[src/rtl/alu_issue_arbiter.sv]
// Two-port round-robin issue arbiter in front of a shared combinational ALU.
// The granted request is decoded, and its ALU result is captured into a one-entry result register.
module alu_issue_arbiter #(
    parameter int XLEN = 32,
    parameter int TAGW = 4
) (
    input  logic            clk,
    input  logic            rst,

    input  logic            req0_valid,
    output logic            req0_ready,
    input  logic [6:0]      req0_opcode,
    input  logic [2:0]      req0_funct3,
    input  logic            req0_funct7b5,
    input  logic [XLEN-1:0] req0_a,
    input  logic [XLEN-1:0] req0_b,
    input  logic [TAGW-1:0] req0_tag,

    input  logic            req1_valid,
    output logic            req1_ready,
    input  logic [6:0]      req1_opcode,
    input  logic [2:0]      req1_funct3,
    input  logic            req1_funct7b5,
    input  logic [XLEN-1:0] req1_a,
    input  logic [XLEN-1:0] req1_b,
    input  logic [TAGW-1:0] req1_tag,

    output logic [3:0]      alu_op,
    output logic [XLEN-1:0] alu_a,
    output logic [XLEN-1:0] alu_b,
    input  logic [XLEN-1:0] alu_result,

    output logic            rsp_valid,
    input  logic            rsp_ready,
    output logic [XLEN-1:0] rsp_data,
    output logic            rsp_port,
    output logic [TAGW-1:0] rsp_tag
);

    typedef enum logic {
        EMPTY = 1'b0,
        FULL  = 1'b1
    } slot_t;

    localparam logic [3:0] OP_ADD  = 4'b0000;
    localparam logic [3:0] OP_SUB  = 4'b1000;
    localparam logic [3:0] OP_AND  = 4'b0001;
    localparam logic [3:0] OP_OR   = 4'b0010;
    localparam logic [3:0] OP_XOR  = 4'b0011;
    localparam logic [3:0] OP_SLL  = 4'b0100;
    localparam logic [3:0] OP_SRL  = 4'b0101;
    localparam logic [3:0] OP_SRA  = 4'b1101;
    localparam logic [3:0] OP_SLT  = 4'b0110;
    localparam logic [3:0] OP_SLTU = 4'b0111;

    localparam logic [6:0] OPC_R = 7'b0110011;
    localparam logic [6:0] OPC_I = 7'b0010011;

    // Immediate forms have no SUB; bit 30 only selects SRA there.
    function automatic logic [3:0] decode(input logic [6:0] opcode,
                                          input logic [2:0] funct3,
                                          input logic       funct7b5);
        logic [3:0] op;
        logic       is_r;
        op   = OP_ADD;
        is_r = (opcode == OPC_R);
        if (is_r || opcode == OPC_I) begin
            case (funct3)
                3'b000:  op = (is_r && funct7b5) ? OP_SUB : OP_ADD;
                3'b001:  op = OP_SLL;
                3'b010:  op = OP_SLT;
                3'b011:  op = OP_SLTU;
                3'b100:  op = OP_XOR;
                3'b101:  op = funct7b5 ? OP_SRA : OP_SRL;
                3'b110:  op = OP_OR;
                default: op = OP_AND;
            endcase
        end
        return op;
    endfunction

    slot_t      state;
    slot_t      state_next;
    logic       last_grant;
    logic       grant;
    logic       any_valid;
    logic       slot_free;
    logic       accept;
    logic [3:0] op0;
    logic [3:0] op1;

    assign op0 = decode(req0_opcode, req0_funct3, req0_funct7b5);
    assign op1 = decode(req1_opcode, req1_funct3, req1_funct7b5);

    assign any_valid = req0_valid | req1_valid;
    assign grant     = (req0_valid && req1_valid) ? ~last_grant : req1_valid;
    assign rsp_valid = (state == FULL);
    // Only rsp_ready can free a full slot combinationally; no path from rsp_valid's next value.
    assign slot_free = (state == EMPTY) | (rsp_valid & rsp_ready);
    assign accept    = slot_free & any_valid;

    assign req0_ready = slot_free & req0_valid & ~grant;
    assign req1_ready = slot_free & req1_valid & grant;

    always_comb begin
        alu_op = OP_ADD;
        alu_a  = '0;
        alu_b  = '0;
        if (any_valid) begin
            if (grant) begin
                alu_op = op1;
                alu_a  = req1_a;
                alu_b  = req1_b;
            end else begin
                alu_op = op0;
                alu_a  = req0_a;
                alu_b  = req0_b;
            end
        end
    end

    always_ff @(posedge clk or posedge rst) begin
        if (rst) begin
            state <= EMPTY;
        end else begin
            state <= state_next;
        end
    end

    always_comb begin
        state_next = state;
        case (state)
            EMPTY:   if (accept) state_next = FULL;
            FULL:    if (rsp_ready && !accept) state_next = EMPTY;
            default: state_next = EMPTY;
        endcase
    end

    // last_grant resets to 1 so port 0 wins the first contention.
    always_ff @(posedge clk or posedge rst) begin
        if (rst) begin
            rsp_data   <= '0;
            rsp_port   <= 1'b0;
            rsp_tag    <= '0;
            last_grant <= 1'b1;
        end else if (accept) begin
            rsp_data   <= alu_result;
            rsp_port   <= grant;
            rsp_tag    <= grant ? req1_tag : req0_tag;
            last_grant <= grant;
        end
    end

endmodule

[config.mk]
export PLATFORM = sky130hd
export DESIGN_NAME = alu_issue_arbiter
export DESIGN_NICKNAME = d
export VERILOG_FILES = /design/src/rtl/alu_issue_arbiter.sv
export SDC_FILE = /design/constraint.sdc
export NUM_CORES = 1
export LEC_CHECK = 0
export CAP_MARGIN = 15
export CORE_AREA = 4 4 114 116
export CTS_CLUSTER_SIZE = 40
export DETAILED_ROUTE_END_ITERATION = 12
export DIE_AREA = 0 0 118 120
export HOLD_SLACK_MARGIN = 0.12
export MAX_ROUTING_LAYER = met4
export PLACE_DENSITY_LB_ADDON = 0.2
export SLEW_MARGIN = 20
export SYNTH_ARGS = -nofsm -noshare
export SYNTH_HDL_FRONTEND = slang
export SYNTH_SLANG_ARGS = --single-unit
[constraint.sdc]
create_clock -name clk -period 4 [get_ports clk]
set_clock_uncertainty 0.15 [all_clocks]
set_input_delay 0.6 -clock clk [delete_from_list [all_inputs] [get_ports clk]]
set_output_delay 0.6 -clock clk [all_outputs]
set_load 0.02 [all_outputs]
* Word level (Yosys, flattened, before mapping) *
Index checks and enable logic that the tools add are counted.

word-level totals
  output and inout bits = 108
  logic and storage cells = 60
  input bits = 195
  bits in registers = 39

cells by class
  bitwise operators = 11
  reductions and logical operators = 9
  eq/ne operators = 16
  mux-type cells = 19

operators with widths
  operator              number
  $mux W32              4
  $pmux W4 S7           2
  $mux W4               9
  $eq A3 B3 Y1 const B  6
  $eq A7 B5 Y1 const B  2
  $eq A7 B6 Y1 const B  2
  $eq A3 B2 Y1 const B  4
  $and A1 B1 Y1         6
  $eq A3 B1 Y1 const B  2
  $logic_not A3 Y1      2
  $logic_and A1 B1 Y1   4
  $mux W1               3
  $not A1 Y1            3
  $logic_or A1 B1 Y1    2
  $or A1 B1 Y1          2
  $pmux W1 S2           1
  $logic_not A1 Y1      1

* Depth between registers and ports, before layout *
Gate-level depths: netlist (run 1).

  depth after elaboration = 7
  depth in mapped cells = 7
  mapped depth without buffers = 4

* Least setup slack after synthesis (run 1) *
No wires, ideal clock.

  kind = input -> output
  start point = input port req0_valid
  end point = output port alu_a[22]
  cell stages on the path = 5
  buffers on the path = 3
  arrival time = 1.772 ns
  path slack = 1.478 ns
  required time = 3.250 ns
  path through = buf_2 buf_2 clkbuf_1 nand2_1 o21ai_0

on the way
  cells in the longest elaborated chain, start to end = 4
  elaborated cells between the ends (all ways) = 5
  classes of those cells = 3 x mux; 1 x bitwise; 1 x reduce/logical

RTL lines
  item                 line  RTL
  from (decl)          10    input logic req0_valid,
  $logic_and A1 B1 Y1  96    assign grant = (req0_valid && req1_valid) ? ~last_grant : req1_valid;
  $mux W1              96
  $mux W32             110   if (grant) begin
  $mux W32 (*)         109   if (any_valid) begin
  to (decl)            29    output logic [XLEN-1:0] alu_a,

Mark *: on every way between the ends. The rest lies on a longest branch, timed or not.

* Final worst setup path (run 1) *
  start point = input port req1_valid
  end point = output port alu_op[1]

on the way
  cells in the longest elaborated chain, start to end = 4
  elaborated cells between the ends (all ways) = 5
  classes of those cells = 3 x mux; 1 x bitwise; 1 x reduce/logical

RTL lines
  item                 line  RTL
  from (decl)          19    input logic req1_valid,
  $logic_and A1 B1 Y1  96
  $mux W1              96
  $mux W4              110
  $mux W4 (*)          109
  to (decl)            28    output logic [3:0] alu_op,

Marked as above.

==> out/summary.txt, run 1 <==
Status: finished, final reports clean
Most frequent cells in the layout: clkdlybuf4s50_1 (301), nand2_1 (132), o21ai_0 (68)
P&R area growth vs syn: 123.4%
Die height: 120 um
Core outline area: 11910 um2
Fmax: 295.9 MHz
Final WL: 12670 um
Fin nets: 830
CP max-delay cell: clkdlybuf4s50_1
Worst Hold Depth: 1
Gr usage total: 17.44%
Via-per-instance ratio: 4.499
VDD IR max: 0.0003266 V
Compound-Gate Fraction of Synth Area: 16.88%
TritonCTS Sinks: 39
Min Hold Slack: 0.3324 ns
Postcts setup bufs: 0
DP Worst Slack: 0.6382 ns
Reg2reg end: rsp_data[16]$_DFFE_PP0P_
Fin crit period: 3.379 ns
Synthesized cell area: 2646 um2
Final worst path period share: 84.49%
Initial antenna violation count: 3
Adder-cell share of the synthesized area: 0%
Worst Setup Start Kind: input pin
DRC errors left: 0
Static Leak: 2.348 nW
CP delay by family, top: buffers and inverters
Clk pin slew, worst setup/hold paths: 0.06 ns
Hold_buf cts: 0
Final core utilization: 49.63%
CTS tree: built
Dominant combinational cell family by area after synthesis: simple AND/OR/NAND/NOR gates
Top cells by area, synth: dfrtp_1 (36%), nand2_1 (19%), mux2_2 (14%)
Hold path startpoint: rsp_port$_DFFE_PP0P_
Initial Util: 22.22%
Cell taking the most area after synthesis: dfrtp_1
Commonest non-fill, non-tap cell in the layout: clkdlybuf4s50_1
Routability cong.: 0.8242
Crit-path cells: clkdlybuf4s50_1 -> a21boi_4 -> buf_4 -> nand3_1 -> a21oi_1 -> clkdlybuf4s50_1
CP endpoint: alu_op[1]
Worst-skew pair later-pin latency: 0.28 ns
Max-cap violations: 0
DP Area: 5767 um2
Post-DP HPWL: 10460 um
Antenna viol nets, final: 0
Crit path kind: input pin to primary output
Syn nets: 542
Worst path required time: 3.25 ns
Final setup fails: 0
Vias in the first global route: 3563
Die Footprint: 14160 um2
Final non-filler cell total: 786
Simple-Gate Fraction of Synth Area: 24.73%
WL/cell: 16.12 um
Slew headroom: 42.19%
DIE WIDTH: 118 um
Global-route wire length before repair: 19390 um
Mux contribution to synthesized area: 15.51%
Arr. time, crit path: 2.63 ns
Rows: 40
Total power: 1.662 mW
Critical Path Stages: 6
Max incr delay on CP: 0.62 ns
Synth cell types: 25
Post-route cell area: 5912 um2
H-tree levels: 2
#FFs+latches synth: 39
Largest net degree at the start of global routing: 111
Worst R2R Path Depth: 4
Clock Tree Buf Depth: 2
Share of cells above drive strength 1: 7.704%
CP Capture Type: primary output
Yosys warning total: 0
WP buf/inv: 3
PwrDens: 281.1 nW/um2
Syn avg cell area: 7.626 um2
Hold Vio Cnt, Final: 0
Flop-to-flop setup slack: 1.95 ns
Post-Syn Instances: 347
Maximum fanout along the worst path: 32
Yosys top cell area share: 35.93%
Xor and xnor area share after synthesis: 0%
RSZ-0062 raised after global routing: false
Slew Viols, Final: 0
DR iter-0 viols: 166
Final WS setup: 0.6205 ns
Clock root buffer: clkbuf_16
Fin Setup TNS: 0 ns
Inst Count DP: 775
# resized after CTS: 0
Seq/Total Area, Yosys: 36.93%
Inserted Clock Buffers: 5
Most frequent CP cell: clkdlybuf4s50_1
Io pins: 303
Launching point of the worst reg2reg path: rsp_valid$_DFF_PP0_
Worst slew pin tran: 0.8662 ns
GRT Residual Overflow: 0
I/O Buffers: 302
Worst hold path type: flip-flop to flip-flop
Vias: 3536
Drt pass-1 iters: 4
Critical Path Source: req1_valid
final cells by class:
type | instances | area, um2
flip-flops and latches | 39 | 977.2
well taps | 147 | 183.9
clock inverters | 1 | 5.005
inverters | 3 | 11.26
fillers | 1147 | 6000
multi-input cells | 278 | 1519
diodes | 3 | 7.507
repair buffers | 308 | 3075
clock buffers | 7 | 132.6
kinds of logic (layout without fill, tap and decap cells):
group                  count (synthesis)  after routing
multiplexers                          37             37
buffers and inverters                 30            319
other                                  0              3
AND/OR/NAND/NOR                      158            158
AO/OA/AOI/OAI                         83             83
flip-flops                            39             39
cells in the mapped netlist, drive strengths merged:
library cell	number
a21boi	1
a21o	2
a21oi	9
a32o	1
a32oi	2
and2	1
and3	2
buf	18
clkbuf	9
dfrtp	38
dfstp	1
inv	3
mux2	32
mux2i	5
nand2	132
nand2b	5
nand3	1
nor2	9
nor2b	2
nor3b	2
nor4b	4
o21ai	68
layer usage:
layer,up-vias,share of wire [%],global-route usage (%)
met4,0,2.5,6.447
met1,1590,39,19.30
met3,20,8.2,4.618
li1,1738,-,-
met5,-,0,-
met2,188,50,30.29
how the worst min path moves through the flow:
stage                                     to  slack [ns]
floorplan             last_grant$_DFFE_PP1P_        0.36
global placement        rsp_port$_DFFE_PP0P_        0.31
detailed placement      rsp_port$_DFFE_PP0P_        0.32
CTS                     rsp_port$_DFFE_PP0P_        0.34
global route        rsp_data[15]$_DFFE_PP0P_        0.36
finish                  rsp_port$_DFFE_PP0P_        0.33
sequential cells by signal, summed over array words and instances (netlist names):
register,flops
rsp_tag,4
last_grant,1
rsp_valid,1
rsp_port,1
rsp_data,32
report_power, final:
group	internal (mW)	switching [mW]	total [mW]
Clock	0.230	0.149	0.379
Combinational	0.448	0.354	0.803
Sequential	0.451	0.0288	0.480
Total	1.13	0.532	1.66
No activity file was read; power rests on OpenSTA's default activity.
==> inputs of run 2 (changes only) <==
Settings changed: CORE_AREA 4 4 114 116 to 4 4 115 117, DIE_AREA 0 0 118 120 to 0 0 119 121.
Clock period 4 ns to 3.4 ns, I/O delays scaled along.
==> out/summary.txt, run 2 (synthesis results as in run 1) <==
Fin crit period: 3.187 ns
Final worst path period share: 93.73%
TritonCTS Sinks: 39
Gr usage total: 16.94%
Die Footprint: 14400 um2
Fmax: 313.8 MHz
CP max-delay cell: clkdlybuf4s50_1
Global-route wire length before repair: 18820 um
Vias: 3518
Area taken by multi-input logic gates: 1519 um2
DIE WIDTH: 119 um
Largest net degree at the start of global routing: 65
Most frequent cells in the layout: clkdlybuf4s50_1 (301), nand2_1 (132), o21ai_0 (68)
Final non-filler cell total: 812
Min Hold Slack: 0.3294 ns
Storage cell area: 977.2 um2
Drt pass-1 iters: 4
Post-route cell area: 6011 um2
Post-DP HPWL: 10520 um
Routability cong.: 0.8762
P&R area growth vs syn: 127.1%
Static Leak: 2.380 nW
RSZ-0062 raised after global routing: false
H-tree levels: 2
Final WL: 12770 um
WP buf/inv: 3
Inst Count DP: 803
Max incr delay on CP: 0.63 ns
Largest register FFs: 32
Most frequent CP cell: clkdlybuf4s50_1
Worst slew pin tran: 0.5058 ns
Worst path required time: 2.74 ns
Biggest regs: rsp_data x32, rsp_tag x4
Final setup fails: 0
I/O Buffers: 302
CP delay by family, top: buffers and inverters
Clk pin slew, worst setup/hold paths: 0.05 ns
Die height: 121 um
Arr. time, crit path: 2.53 ns
Slew headroom: 66.28%
Via-per-instance ratio: 4.333
Status: finished, final reports clean
Crit-path cells: clkdlybuf4s50_1 -> a21boi_4 -> buf_4 -> nand3_1 -> a21oi_1 -> clkdlybuf4s50_1
Layout fillers: 1218
DRC errors left: 0
Max-cap violations: 0
GRT Residual Overflow: 0
Clock root buffer: clkbuf_16
Fin nets: 833
Final core utilization: 48.62%
PwrDens: 327.0 nW/um2
Worst hold path type: flip-flop to flip-flop
Initial Util: 21.40%
Reg with most FFs: rsp_data
Inserted Clock Buffers: 5
DP Area: 5871 um2
Fin Setup TNS: 0 ns
Commonest non-fill, non-tap cell in the layout: clkdlybuf4s50_1
Hold_buf cts: 0
WL/cell: 15.73 um
Maximum fanout along the worst path: 28
# resized after CTS: 0
Crit path kind: input pin to primary output
Core outline area: 12360 um2
Antenna viol nets, final: 0
DR iter-0 viols: 136
Hold Vio Cnt, Final: 0
Postcts setup bufs: 0
Clock Tree Buf Depth: 2
Slew Viols, Final: 0
Worst Setup Start Kind: input pin
CTS tree: built
VDD IR max: 0.0003100 V
Share of cells above drive strength 1: 8.138%
CP Capture Type: primary output
Rows: 41
Io pins: 303
Vias in the first global route: 3413
Initial antenna violation count: 0
Worst-skew pair later-pin latency: 0.27 ns
## run 2: changes by cell type in the layout (fill, tap and decap cells not counted), sizes merged
cell	delta
buf	+3
diode	-2
## run 2: final timing paths
path,start,slack (ns),end,cells past startpoint
setup / recovery,req1_valid,0.21,alu_op[1],6
hold / removal,rsp_port$_DFFE_PP0P_,0.33,rsp_port$_DFFE_PP0P_,1
setup reg to reg,rsp_valid$_DFF_PP0_,1.59,rsp_data[2]$_DFFE_PP0P_,4
hold reg to reg,rsp_port$_DFFE_PP0P_,0.33,rsp_port$_DFFE_PP0P_,1
max in group asynchronous,rst,2.21,last_grant$_DFFE_PP1P_,3
min in group asynchronous,rst,0.51,rsp_data[5]$_DFFE_PP0P_,3
## run 2: worst register-to-register path: cells and delay by family (launching register included)
family / cells / cell delay [ns]
simple gates: 2 / 0.32
buf+inv: 1 / 0.42
mux: 1 / 0.42
flops: 1 / 0.38
## run 2: stage by stage
stage	worst slack (ns)	power [mW]
3_3_place_gp	0.2713	1.527
4_1_cts	0.2279	1.992
5_1_grt	0.1577	2.075
3_5_place_dp	0.2481	1.534
6_report	0.2133	1.965
2_1_floorplan	1.058	0.9698
## run 2: where the power goes
group	switching, mW	leakage (nW)	internal [mW]
clock	0.172	0.0679	0.271
sequential	0.0336	0.450	0.531
combinational	0.417	1.86	0.541
## run 2: layout make-up
cell class | count | share of cell area [%]
tap | 172 | 3.580
antenna | 1 | 0.04163
timing repair buffer | 311 | 52.37
inverter | 3 | 0.1873
clock buffer | 7 | 2.206
sequential | 39 | 16.26
clock inverter | 1 | 0.08326
multi-input combinational | 278 | 25.27
## run 2: per-layer routing
layer,GRT usage [%],vias up,share of wire [%]
li1,-,1743,-
met1,19.92,1584,41
met2,28.19,167,48
met3,4.149,24,7.9
met4,6.300,0,3.0
met5,-,-,0
